`src/rtl/eth_sw_pkg.sv`:
```
// eth_sw_pkg: shared types and port indices for the switch scheduler
package eth_sw_pkg;
  typedef struct packed {
    logic        eop;
    logic        sop;
    logic [31:0] data;
  } fifo_word_t;
  typedef enum logic [1:0] {IDLE, REQ, XFER} in_state_t;
  localparam int PORT_A = 0;
  localparam int PORT_B = 1;
endpackage

```
`src/rtl/eth_sw_sched_if.sv`:
```
// eth_sw_sched_if: ingress FIFO, egress and drop-counter signals of the scheduler
interface eth_sw_sched_if #(
  parameter int DROP_CNT_W = 16
);
  logic                  inEmptyA, inEmptyB;
  logic [33:0]           inRdDataA, inRdDataB;
  logic                  inRdEnA, inRdEnB;
  logic                  outStallA, outStallB;
  logic [31:0]           outDataA, outDataB;
  logic                  outSopA, outEopA, outValidA;
  logic                  outSopB, outEopB, outValidB;
  logic [DROP_CNT_W-1:0] dropCntA, dropCntB;
  modport master (
    output inEmptyA, inEmptyB, inRdDataA, inRdDataB, outStallA, outStallB,
    input  inRdEnA, inRdEnB, outDataA, outDataB, outSopA, outEopA, outValidA,
    input  outSopB, outEopB, outValidB, dropCntA, dropCntB
  );
  modport slave (
    input  inEmptyA, inEmptyB, inRdDataA, inRdDataB, outStallA, outStallB,
    output inRdEnA, inRdEnB, outDataA, outDataB, outSopA, outEopA, outValidA,
    output outSopB, outEopB, outValidB, dropCntA, dropCntB
  );
endinterface

```
`src/rtl/eth_rr_arb2.sv`:
```
// eth_rr_arb2: two-requester round-robin arbiter, locked from grant until release
module eth_rr_arb2 (
  input  logic       clk,
  input  logic       rst,
  input  logic [1:0] i_req,
  input  logic       i_release,
  output logic [1:0] o_gnt
);
  logic r_busy, r_ptr;
  always_comb o_gnt = r_busy ? 2'b00 : i_req == 2'b11 ? (r_ptr ? 2'b10 : 2'b01) : i_req;
  // busy stays set through the release cycle, so no grant can coincide with it
  always_ff @(posedge clk) begin
    if (rst) begin
      r_busy <= 1'b0;
      r_ptr  <= 1'b0;
    end else if (|o_gnt) begin
      r_busy <= 1'b1;
      r_ptr  <= !o_gnt[1];
    end else if (i_release) begin
      r_busy <= 1'b0;
    end
  end
endmodule

```
`src/rtl/eth_sw_sched.sv`:
```
// eth_sw_sched: per-input packet FSMs, per-output round-robin arbitration and registered egress
module eth_sw_sched
  import eth_sw_pkg::*;
#(
  parameter logic [31:0] PORTA_ADDR = 32'hABCD,
  parameter logic [31:0] PORTB_ADDR = 32'hBEEF,
  parameter int          DROP_CNT_W = 16
) (
  input logic           clk,
  input logic           reset,
  eth_sw_sched_if.slave bus
);
  fifo_word_t            w_head [2];
  in_state_t             r_state [2];
  in_state_t             w_next [2];
  logic [1:0]            w_gnt [2];
  logic [DROP_CNT_W-1:0] r_drop [2];
  logic [1:0]            w_empty, w_stall, w_pop, w_drop, w_fwd, w_last, w_granted, r_dest;
  assign w_head[0] = bus.inRdDataA;
  assign w_head[1] = bus.inRdDataB;
  assign w_empty   = {bus.inEmptyB, bus.inEmptyA};
  assign w_stall   = {bus.outStallB, bus.outStallA};
  always_ff @(posedge clk) begin
    if (reset) r_state <= '{IDLE, IDLE};
    else r_state <= w_next;
  end
  always_comb begin
    for (int i = 0; i < 2; i++) begin
      w_next[i] = r_state[i] == IDLE ? (!w_empty[i] && w_head[i].sop ? REQ : IDLE) :
                  r_state[i] == REQ  ? (w_granted[i] ? XFER : REQ) :
                  (w_last[i] ? IDLE : XFER);
    end
  end
  // IDLE pops only headless words; XFER pops toward the locked output unless it stalls
  always_comb begin
    for (int i = 0; i < 2; i++) begin
      w_granted[i] = w_gnt[r_dest[i]][i];
      w_pop[i]     = !reset && !w_empty[i] &&
                     (r_state[i] == IDLE ? !w_head[i].sop :
                      r_state[i] == XFER && !w_stall[r_dest[i]]);
      w_drop[i]    = r_state[i] == IDLE && w_pop[i];
      w_fwd[i]     = r_state[i] == XFER && w_pop[i];
      w_last[i]    = w_fwd[i] && w_head[i].eop;
    end
  end
  always_ff @(posedge clk) begin
    if (reset) begin
      r_dest <= '0;
      r_drop <= '{default: '0};
    end else begin
      for (int i = 0; i < 2; i++) begin
        if (r_state[i] == IDLE && !w_empty[i] && w_head[i].sop)
          r_dest[i] <= w_head[i].data == PORTB_ADDR && PORTB_ADDR != PORTA_ADDR ? 1'(PORT_B) : 1'(PORT_A);
        if (w_drop[i] && !(&r_drop[i]))
          r_drop[i] <= r_drop[i] + 1'b1;
      end
    end
  end
  for (genvar p = 0; p < 2; p++) begin : g_out
    logic [1:0]  w_req, w_sel;
    logic        w_rel, r_valid, r_sop, r_eop;
    logic [31:0] r_data;
    fifo_word_t  w_word;
    assign w_req  = {r_state[1] == REQ && r_dest[1] == 1'(p), r_state[0] == REQ && r_dest[0] == 1'(p)};
    assign w_sel  = w_fwd & {r_dest[1] == 1'(p), r_dest[0] == 1'(p)};
    assign w_rel  = |(w_last & w_sel);
    assign w_word = w_sel[1] ? w_head[1] : w_head[0];
    eth_rr_arb2 u_arb (
      .clk       (clk),
      .rst       (reset),
      .i_req     (w_req),
      .i_release (w_rel),
      .o_gnt     (w_gnt[p])
    );
    // data holds its last value while idle; framing bits are valid-qualified
    always_ff @(posedge clk) begin
      if (reset) begin
        r_valid <= 1'b0;
        r_sop   <= 1'b0;
        r_eop   <= 1'b0;
        r_data  <= '0;
      end else begin
        r_valid <= |w_sel;
        r_sop   <= |w_sel && w_word.sop;
        r_eop   <= |w_sel && w_word.eop;
        if (|w_sel) r_data <= w_word.data;
      end
    end
  end
  assign bus.inRdEnA   = w_pop[0];
  assign bus.inRdEnB   = w_pop[1];
  assign bus.outDataA  = g_out[0].r_data;
  assign bus.outSopA   = g_out[0].r_sop;
  assign bus.outEopA   = g_out[0].r_eop;
  assign bus.outValidA = g_out[0].r_valid;
  assign bus.outDataB  = g_out[1].r_data;
  assign bus.outSopB   = g_out[1].r_sop;
  assign bus.outEopB   = g_out[1].r_eop;
  assign bus.outValidB = g_out[1].r_valid;
  assign bus.dropCntA  = r_drop[0];
  assign bus.dropCntB  = r_drop[1];
endmodule

```
`src/flat_wrapper.sv`:
```
// flat-port wrapper written by rule: the top's interface ports become plain ports
module eth_sw_sched_flat import eth_sw_pkg::*;
#(
  parameter logic [31:0] PORTA_ADDR = 32'hABCD,
  parameter logic [31:0] PORTB_ADDR = 32'hBEEF,
  parameter int          DROP_CNT_W = 16
)
  (clk, reset, bus_inEmptyA, bus_inEmptyB, bus_inRdDataA, bus_inRdDataB, bus_outStallA, bus_outStallB, bus_inRdEnA, bus_inRdEnB, bus_outDataA, bus_outDataB, bus_outSopA, bus_outEopA, bus_outValidA, bus_outSopB, bus_outEopB, bus_outValidB, bus_dropCntA, bus_dropCntB);
  eth_sw_sched_if #(.DROP_CNT_W(DROP_CNT_W)) bus_i ();
  input logic clk;
  input logic reset;
  input wire logic [$bits(bus_i.inEmptyA)-1:0] bus_inEmptyA;
  input wire logic [$bits(bus_i.inEmptyB)-1:0] bus_inEmptyB;
  input wire logic [$bits(bus_i.inRdDataA)-1:0] bus_inRdDataA;
  input wire logic [$bits(bus_i.inRdDataB)-1:0] bus_inRdDataB;
  input wire logic [$bits(bus_i.outStallA)-1:0] bus_outStallA;
  input wire logic [$bits(bus_i.outStallB)-1:0] bus_outStallB;
  output wire logic [$bits(bus_i.inRdEnA)-1:0] bus_inRdEnA;
  output wire logic [$bits(bus_i.inRdEnB)-1:0] bus_inRdEnB;
  output wire logic [$bits(bus_i.outDataA)-1:0] bus_outDataA;
  output wire logic [$bits(bus_i.outDataB)-1:0] bus_outDataB;
  output wire logic [$bits(bus_i.outSopA)-1:0] bus_outSopA;
  output wire logic [$bits(bus_i.outEopA)-1:0] bus_outEopA;
  output wire logic [$bits(bus_i.outValidA)-1:0] bus_outValidA;
  output wire logic [$bits(bus_i.outSopB)-1:0] bus_outSopB;
  output wire logic [$bits(bus_i.outEopB)-1:0] bus_outEopB;
  output wire logic [$bits(bus_i.outValidB)-1:0] bus_outValidB;
  output wire logic [$bits(bus_i.dropCntA)-1:0] bus_dropCntA;
  output wire logic [$bits(bus_i.dropCntB)-1:0] bus_dropCntB;
  assign bus_i.inEmptyA = bus_inEmptyA;
  assign bus_i.inEmptyB = bus_inEmptyB;
  assign bus_i.inRdDataA = bus_inRdDataA;
  assign bus_i.inRdDataB = bus_inRdDataB;
  assign bus_i.outStallA = bus_outStallA;
  assign bus_i.outStallB = bus_outStallB;
  assign bus_inRdEnA = bus_i.inRdEnA;
  assign bus_inRdEnB = bus_i.inRdEnB;
  assign bus_outDataA = bus_i.outDataA;
  assign bus_outDataB = bus_i.outDataB;
  assign bus_outSopA = bus_i.outSopA;
  assign bus_outEopA = bus_i.outEopA;
  assign bus_outValidA = bus_i.outValidA;
  assign bus_outSopB = bus_i.outSopB;
  assign bus_outEopB = bus_i.outEopB;
  assign bus_outValidB = bus_i.outValidB;
  assign bus_dropCntA = bus_i.dropCntA;
  assign bus_dropCntB = bus_i.dropCntB;
  eth_sw_sched #(.PORTA_ADDR(PORTA_ADDR), .PORTB_ADDR(PORTB_ADDR), .DROP_CNT_W(DROP_CNT_W)) u_core (.clk(clk), .reset(reset), .bus(bus_i));
endmodule
```
`config.mk`:
```
export PLATFORM = sky130hd
export DESIGN_NAME = eth_sw_sched_flat
export DESIGN_NICKNAME = d
export VERILOG_FILES = /design/src/rtl/eth_sw_pkg.sv /design/src/rtl/eth_sw_sched_if.sv /design/src/rtl/eth_rr_arb2.sv /design/src/rtl/eth_sw_sched.sv /design/src/flat_wrapper.sv
export SDC_FILE = /design/constraint.sdc
export NUM_CORES = 1
export LEC_CHECK = 0
export ABC_AREA = 1
export BUFFER_PORTS_ARGS = -buffer_cell sky130_fd_sc_hd__buf_2
export CAP_MARGIN = 20
export CORE_MARGIN = 2
export CORE_UTILIZATION = 56
export DETAILED_ROUTE_END_ITERATION = 6
export PLACE_DENSITY_LB_ADDON = 0.08
export RECOVER_POWER = 50
export REMOVE_ABC_BUFFERS = 1
export SLEW_MARGIN = 15
export SYNTH_ARGS = -nofsm -noshare
export SYNTH_HDL_FRONTEND = slang
export SYNTH_SLANG_ARGS = --single-unit
```
`constraint.sdc`:
```
create_clock -name clk -period 5.3 [get_ports clk]
set_input_delay 0.265 -clock clk [delete_from_list [all_inputs] [get_ports clk]]
set_output_delay 0.265 -clock clk [all_outputs]
set_load 0.05 [all_outputs]
```
Word-level counts from Yosys, hierarchy flattened
Cells that the tools add are included.
- register bits after elaboration: 112
- input port bits: 74
- output and inout bits: 104
- word-level logic and storage cells: 127
- add/sub/neg operators: 2
- magnitude comparators: 4
- equal/unequal tests: 8
- multiplexer cells: 36
- bitwise operators: 8
- reduce and logical (&&, ||, !) cells: 51
- operators by type and width (kind ; number):
    34-bit two-way mux ; 2
    32-bit by 16-bit == test with 1-bit output (second input constant) ; 2
    2-bit two-way mux ; 17
    16-bit by 1-bit adder with 16-bit output (second input constant) ; 2
    16-bit AND reduction ; 2
    1-bit logical AND ; 28
    1-bit two-way mux ; 17
    2-bit OR reduction ; 6
    1-bit zero test ; 11
    2-bit AND ; 4
    2-bit == test (second input constant) ; 4
    2-bit by 1-bit == test with 1-bit output (second input constant) ; 2
    2-bit greater-or-equal comparator (second input constant) ; 2
    2-bit zero test ; 2
    1-bit by 2-bit less-than comparator with 1-bit output (second input constant) ; 2
    1-bit NOT with 2-bit output ; 2
    2-bit nonzero test ; 2
    1-bit NOT ; 2

Logic depth before layout (Yosys ltp)
- depth in word-level cells: 12
- mapped depth: 12
- mapped depth without buffers: 11

Hierarchy
Synthesis repeated with hierarchy kept, for this count alone.
- cell total of the unflattened synthesis: 937
- area total of the unflattened synthesis: 6490.0 um2
- by module, submodules not included (module ; instances ; cells an instance ; area an instance (um2) ; seq. area each (um2)):
    eth_sw_sched ; 1 ; 897 ; 6254.7 ; 2162.1
    eth_rr_arb2 ; 2 ; 20 ; 117.6 ; 40.0

Least setup slack after synthesis
No wires, ideal clock.
- path kind: flip-flop to flip-flop
- from: register u_core.r_drop (netlist bit u_core.bus.dropCntB[0])
- to: register u_core.r_drop (netlist bit u_core.bus.dropCntB[0])
- setup time: 116 ps
- arrival: 2018 ps
- data required time: 5184 ps
- path slack: 3165 ps
- stages on the path, launching flop included: 12
- buffers on the path: 1
- period minus slack after synthesis: 2135 ps
- cells stage by stage: dfxtp_1 ha_1 nand2_1 inv_1 nand3_1 nor2_1 nand2_1 nor2_1 nor2_1 buf_2 o21ai_0 nor2_1
- word-level cells in the longest chain between the ends: 3
- elaborated cells between the ends (all ways): 4
- those cells by class: add/sub (1); reduce/logical (3)
- ends and longest elaborated chain (item ; line ; RTL):
    start: declaration ; eth_sw_sched.sv:17 ; logic [DROP_CNT_W-1:0] r_drop [2];
    start signal: indexed assignment ; eth_sw_sched.sv:55 ; r_drop[i] <= r_drop[i] + 1'b1;
    parallel branches: the longest is 3 deep, another holds 16-bit by 1-bit adder with 16-bit output ; - ;
Parallel ways; which one is timed is not known.
A chain may end at the register's enable or synchronous reset.

Worst setup path after layout
- from: register u_core.r_dest[1]
- to: register u_core.g_out[0].r_data[25] (netlist: u_core.bus.outDataA[25])
- word-level cells in the longest chain between the ends: 9
- elaborated cells between the ends (all ways): 11
- those cells by class: mux (4); bitwise (2); reduce/logical (5)
- ends and longest elaborated chain (item ; line ; RTL):
    start: declaration ; eth_sw_sched.sv:18 ; logic [1:0] w_empty, w_stall, w_pop, w_drop, w_fwd, w_last, w_granted, r_dest;
    start signal: indexed assignment ; eth_sw_sched.sv:53 ; r_dest[i] <= w_head[i].data == PORTB_ADDR && PORTB_ADDR != PORTA_ADDR ? 1'(PORT_B) : 1'(PORT_A);
    1-bit two-way mux (not written as such) (2 in a row) ; eth_sw_sched.sv:40 ; r_state[i] == XFER && !w_stall[r_dest[i]]);
    1-bit zero test ; eth_sw_sched.sv:40 ;
    1-bit logical AND ; eth_sw_sched.sv:40 ;
    1-bit two-way mux ; eth_sw_sched.sv:39 ; (r_state[i] == IDLE ? !w_head[i].sop :
    1-bit logical AND ; eth_sw_sched.sv:38 ; w_pop[i] = !reset && !w_empty[i] &&
    1-bit logical AND ; eth_sw_sched.sv:42 ; w_fwd[i] = r_state[i] == XFER && w_pop[i];
    2-bit AND * ; eth_sw_sched.sv:65 ; assign w_sel = w_fwd & {r_dest[1] == 1'(p), r_dest[0] == 1'(p)};
    34-bit two-way mux or 2-bit OR reduction (tied branches) ; eth_sw_sched.sv:67, eth_sw_sched.sv:86 ;
    end signal: assignment ; eth_sw_sched.sv:86 ; if (|w_sel) r_data <= w_word.data;
    end: declaration ; eth_sw_sched.sv:62 ; logic [31:0] r_data;
Mark *: on every way between the ends. The rest lies on a longest branch, timed or not. The select of a mux whose other input is x is not followed.

==> key figures <==
Outcome
  • Failing checks: capacitance limit, slew limit
  • Status: complete, but fails checks

Timing
  • Fmax: 0.248 GHz
  • Setup Skew: about 0.012 ns
  • Measured slew at the worst slew-check pin: 1.86 ns
  • Slew Viols, Final: 39
  • Setup-failing EPs final: 0
  • Max_slew headroom: -23.9%
  • Unrepaired setup endpoints after global routing: false
  • Final hold vios: 0
  • Total negative slack: 0 ns
  • Worst hold margin: 0.106 ns
  • Final Cycle Share: 76.2%
  • Final min period: around 4.0 ns
  • Setup slack after layout: 1.26 ns

Synthesis
  • Adder-cell area share of the yosys netlist: 0.431%
  • Top cells by area, synth: dfxtp_1 (39%), nand2_1 (15%), nor2_1 (12%)
  • Post-synth top area share: 38.6%
  • XOR/XNOR share of the synthesized area: under 10%
  • Post-synthesis simple-gate area fraction: 41.4%
  • Multiplexer share of the synthesized area: 0%
  • Most common cell in the netlist: nand2_1
  • Register area share after synthesis: 38.6%
  • Top FF cell, synth: dfxtp_1
  • EDFF count, synth: 0
  • Post-synth top cells: nand2_1 (230), nor2_1 (190), dfxtp_1 (112)
  • Post-synthesis compound-gate area fraction: 10.6%
  • Fraction of registers with async set/reset: 0%
  • #FFs+latches synth: 112
  • Yosys top cell by area: dfxtp_1
  • Post-Syn Instances: 902
  • Synthesized area per cell: roughly 6.4 um^2
  • Post-synth cell types: 29
  • Yosys warning total: 0
  • Post-Syn Area: 5810 um^2
  • Combinational family with the most area after synthesis: simple AND/OR/NAND/NOR gates

Setup path
  • CP cell instances: clkbuf_1 > nand2_1 > nand3_1 > a21oi_4 > nand3_2 > nand2_1 > buf_4 > inv_2 > nor2_1 > nor2_1
  • CP Max Fanout: 38
  • Required @ worst endpoint: between 5 and 6 ns
  • Startpoint Class: register
  • Setup Crit Path Kind: reg -> reg
  • Slowest-stage cell, CP: clkbuf_1
  • WP data arrival: ~4.4 ns
  • CP peak stage delay: 1.34 ns
  • Setup crit end kind: register

Power and ir drop
  • Leak pwr: 2.92 nW
  • Power Total: 1.61 mW
  • Peak supply drop: 123 uV
  • PD cells: 238 nW/um^2

Global routing
  • Initial antenna violation count: 1
  • All-layer global routing usage: 29.6%
  • GRT Residual Overflow: 0
  • Largest net degree at the start of global routing: 71
  • First-pass GRT wire length: 26,900 um
  • Vias in the first global route: roughly 5,700

Hold path
  • Hold Path Class: in -> reg

Placed design
  • Placer Congestion: 0.884
  • DP Worst Slack: ~1.6 ns
  • Number of port buffers: around 180
  • Detailed Place HPWL: ~11,000 um

Floorplanning
  • Die area: 11,200 um^2
  • I/O pin cnt: 178
  • Die width: 106 um
  • Core Area: 10,200 um^2
  • Chip height: 106 um
  • Initial Utilization: a little under three fifths
  • Cell Rows: 37

Cells and area
  • Register Area: around 2200 um^2
  • Final core occ: 66.4%
  • Layout area overhead: 16.4%
  • Antenna Cells: 0
  • Area of the multi-input gates: 3190 um^2
  • Fin nets: between 1,000 and 1,500
  • Layout fillers: 1,043
  • Fraction of layout cells with a size suffix above 1: 10.6%

CTS
  • Clock Path Buffers: 2
  • Clk pin slew, worst setup/hold paths: ~0.10 ns
  • CTS tree: done
  • PostCTS Resize Cnt: 0
  • Clk_lat worst skew: 0.39 ns
  • CTS Hold Bufs: 0
  • CTS sink count: 112
  • Post-CTS Setup Inserts: 0
  • Num CTS Buffers: 9
  • H-tree depth: 3
  • Root Buffer Master: clkbuf_8

Routing
  • ANT nets after route: 0
  • Starting DRT DRC Count: 419
  • Routed via count: 6,462
  • Vias/cell: 5.45
  • Routed WL: 16,800 um
  • Post-route DRC: 0
  • Drt first pass iters: 5
  • Wire per inst: roughly 14 um

Run
  • Maxcap violations: 1
## path summary, 6_finish.rpt
check | to | start | slack [ns] | depth (start not counted)
max | u_core.bus.outDataA[25] | u_core.r_dest[1] | 1.26 | 10
min | u_core.r_state[1] | bus_inRdDataB[33] | 0.11 | 2
max reg2reg | u_core.bus.outDataA[25] | u_core.r_dest[1] | 1.26 | 10
min reg2reg | u_core.g_out[1].u_arb.r_ptr | u_core.g_out[1].u_arb.r_ptr | 0.49 | 2
## power by group
| group | total (mW) | switching [mW] | internal, mW |
|---|---|---|---|
| Sequential | 0.870 | 0.0122 | 0.858 |
| Combinational | 0.237 | 0.175 | 0.0616 |
| Clock | 0.499 | 0.290 | 0.209 |
| Total | 1.61 | 0.477 | 1.13 |
## critical path: cells and delay by family (launching register included)
family	cells	cell delay, ns
flops	1	0.35
compound gates	1	0.24
buf+inv	3	2.25
simple gates	6	1.11
## cells in the final DEF, fill, tap and decap left out, drive strengths merged
cell type  instances
nand4             78
buf               83
xor2               8
clkinv             1
nor3b              3
nand2            230
clkbuf           115
nor2             192
xnor2              8
or2                2
clkinvlp           3
inv               39
a31oi              2
dfxtp            112
o21ai             78
nor4               8
nor3               9
nand3             37
ha                 2
a21oi             39
## logic make-up after synthesis
group / after synthesis
flip-flops: 112
buffers and inverters: 94
XOR/XNOR: 16
AO/OA/AOI/OAI: 119
adder cells (fa/ha/maj): 2
AND/OR/NAND/NOR: 559
## stage by stage
stage	instance area, um^2	std cells
3_5_place_dp	6700	1169
6_report	6760	1185
5_1_grt	6760	1185
4_1_cts	6890	1185
3_3_place_gp	6700	1169
2_1_floorplan	5570	847
## final cells by class
class,instances,share of cell area (%)
Clock buffer,12,2.44
Sequential cell,112,33.2
Multi-Input combinational cell,696,47.2
Timing Repair Buffer,186,12.2
Tap cell,136,2.52
Clock inverter,4,0.407
Inverter,39,2.17
## layer usage
layer | wire [um] | vias to the layer above | global-route usage (%) | part of all wire [%]
li1 | - | 3274 | - | -
met1 | 7210 | 2910 | 38.0 | 43
met2 | 7870 | 245 | 48.1 | 47
met3 | 1320 | 31 | 7.17 | 7.9
met4 | 361 | 2 | 11.8 | 2.2
met5 | 7 | - | 0 | 0.042
## state kept, by name, indices dropped and copies added, names as in the netlist
name / flops
u_core.bus.outDataA: 32
u_core.r_dest: 2
u_core.bus.outEopB: 1
u_core.r_state: 4
u_core.bus.outEopA: 1
u_core.g_out.u_arb.r_ptr: 2
u_core.bus.outSopA: 1
u_core.bus.dropCntB: 16
u_core.bus.outDataB: 32
u_core.bus.outValidB: 1
u_core.bus.outValidA: 1
u_core.bus.outSopB: 1
u_core.g_out.u_arb.r_busy: 2
u_core.bus.dropCntA: 16
Power figures use the tool's default switching activity.
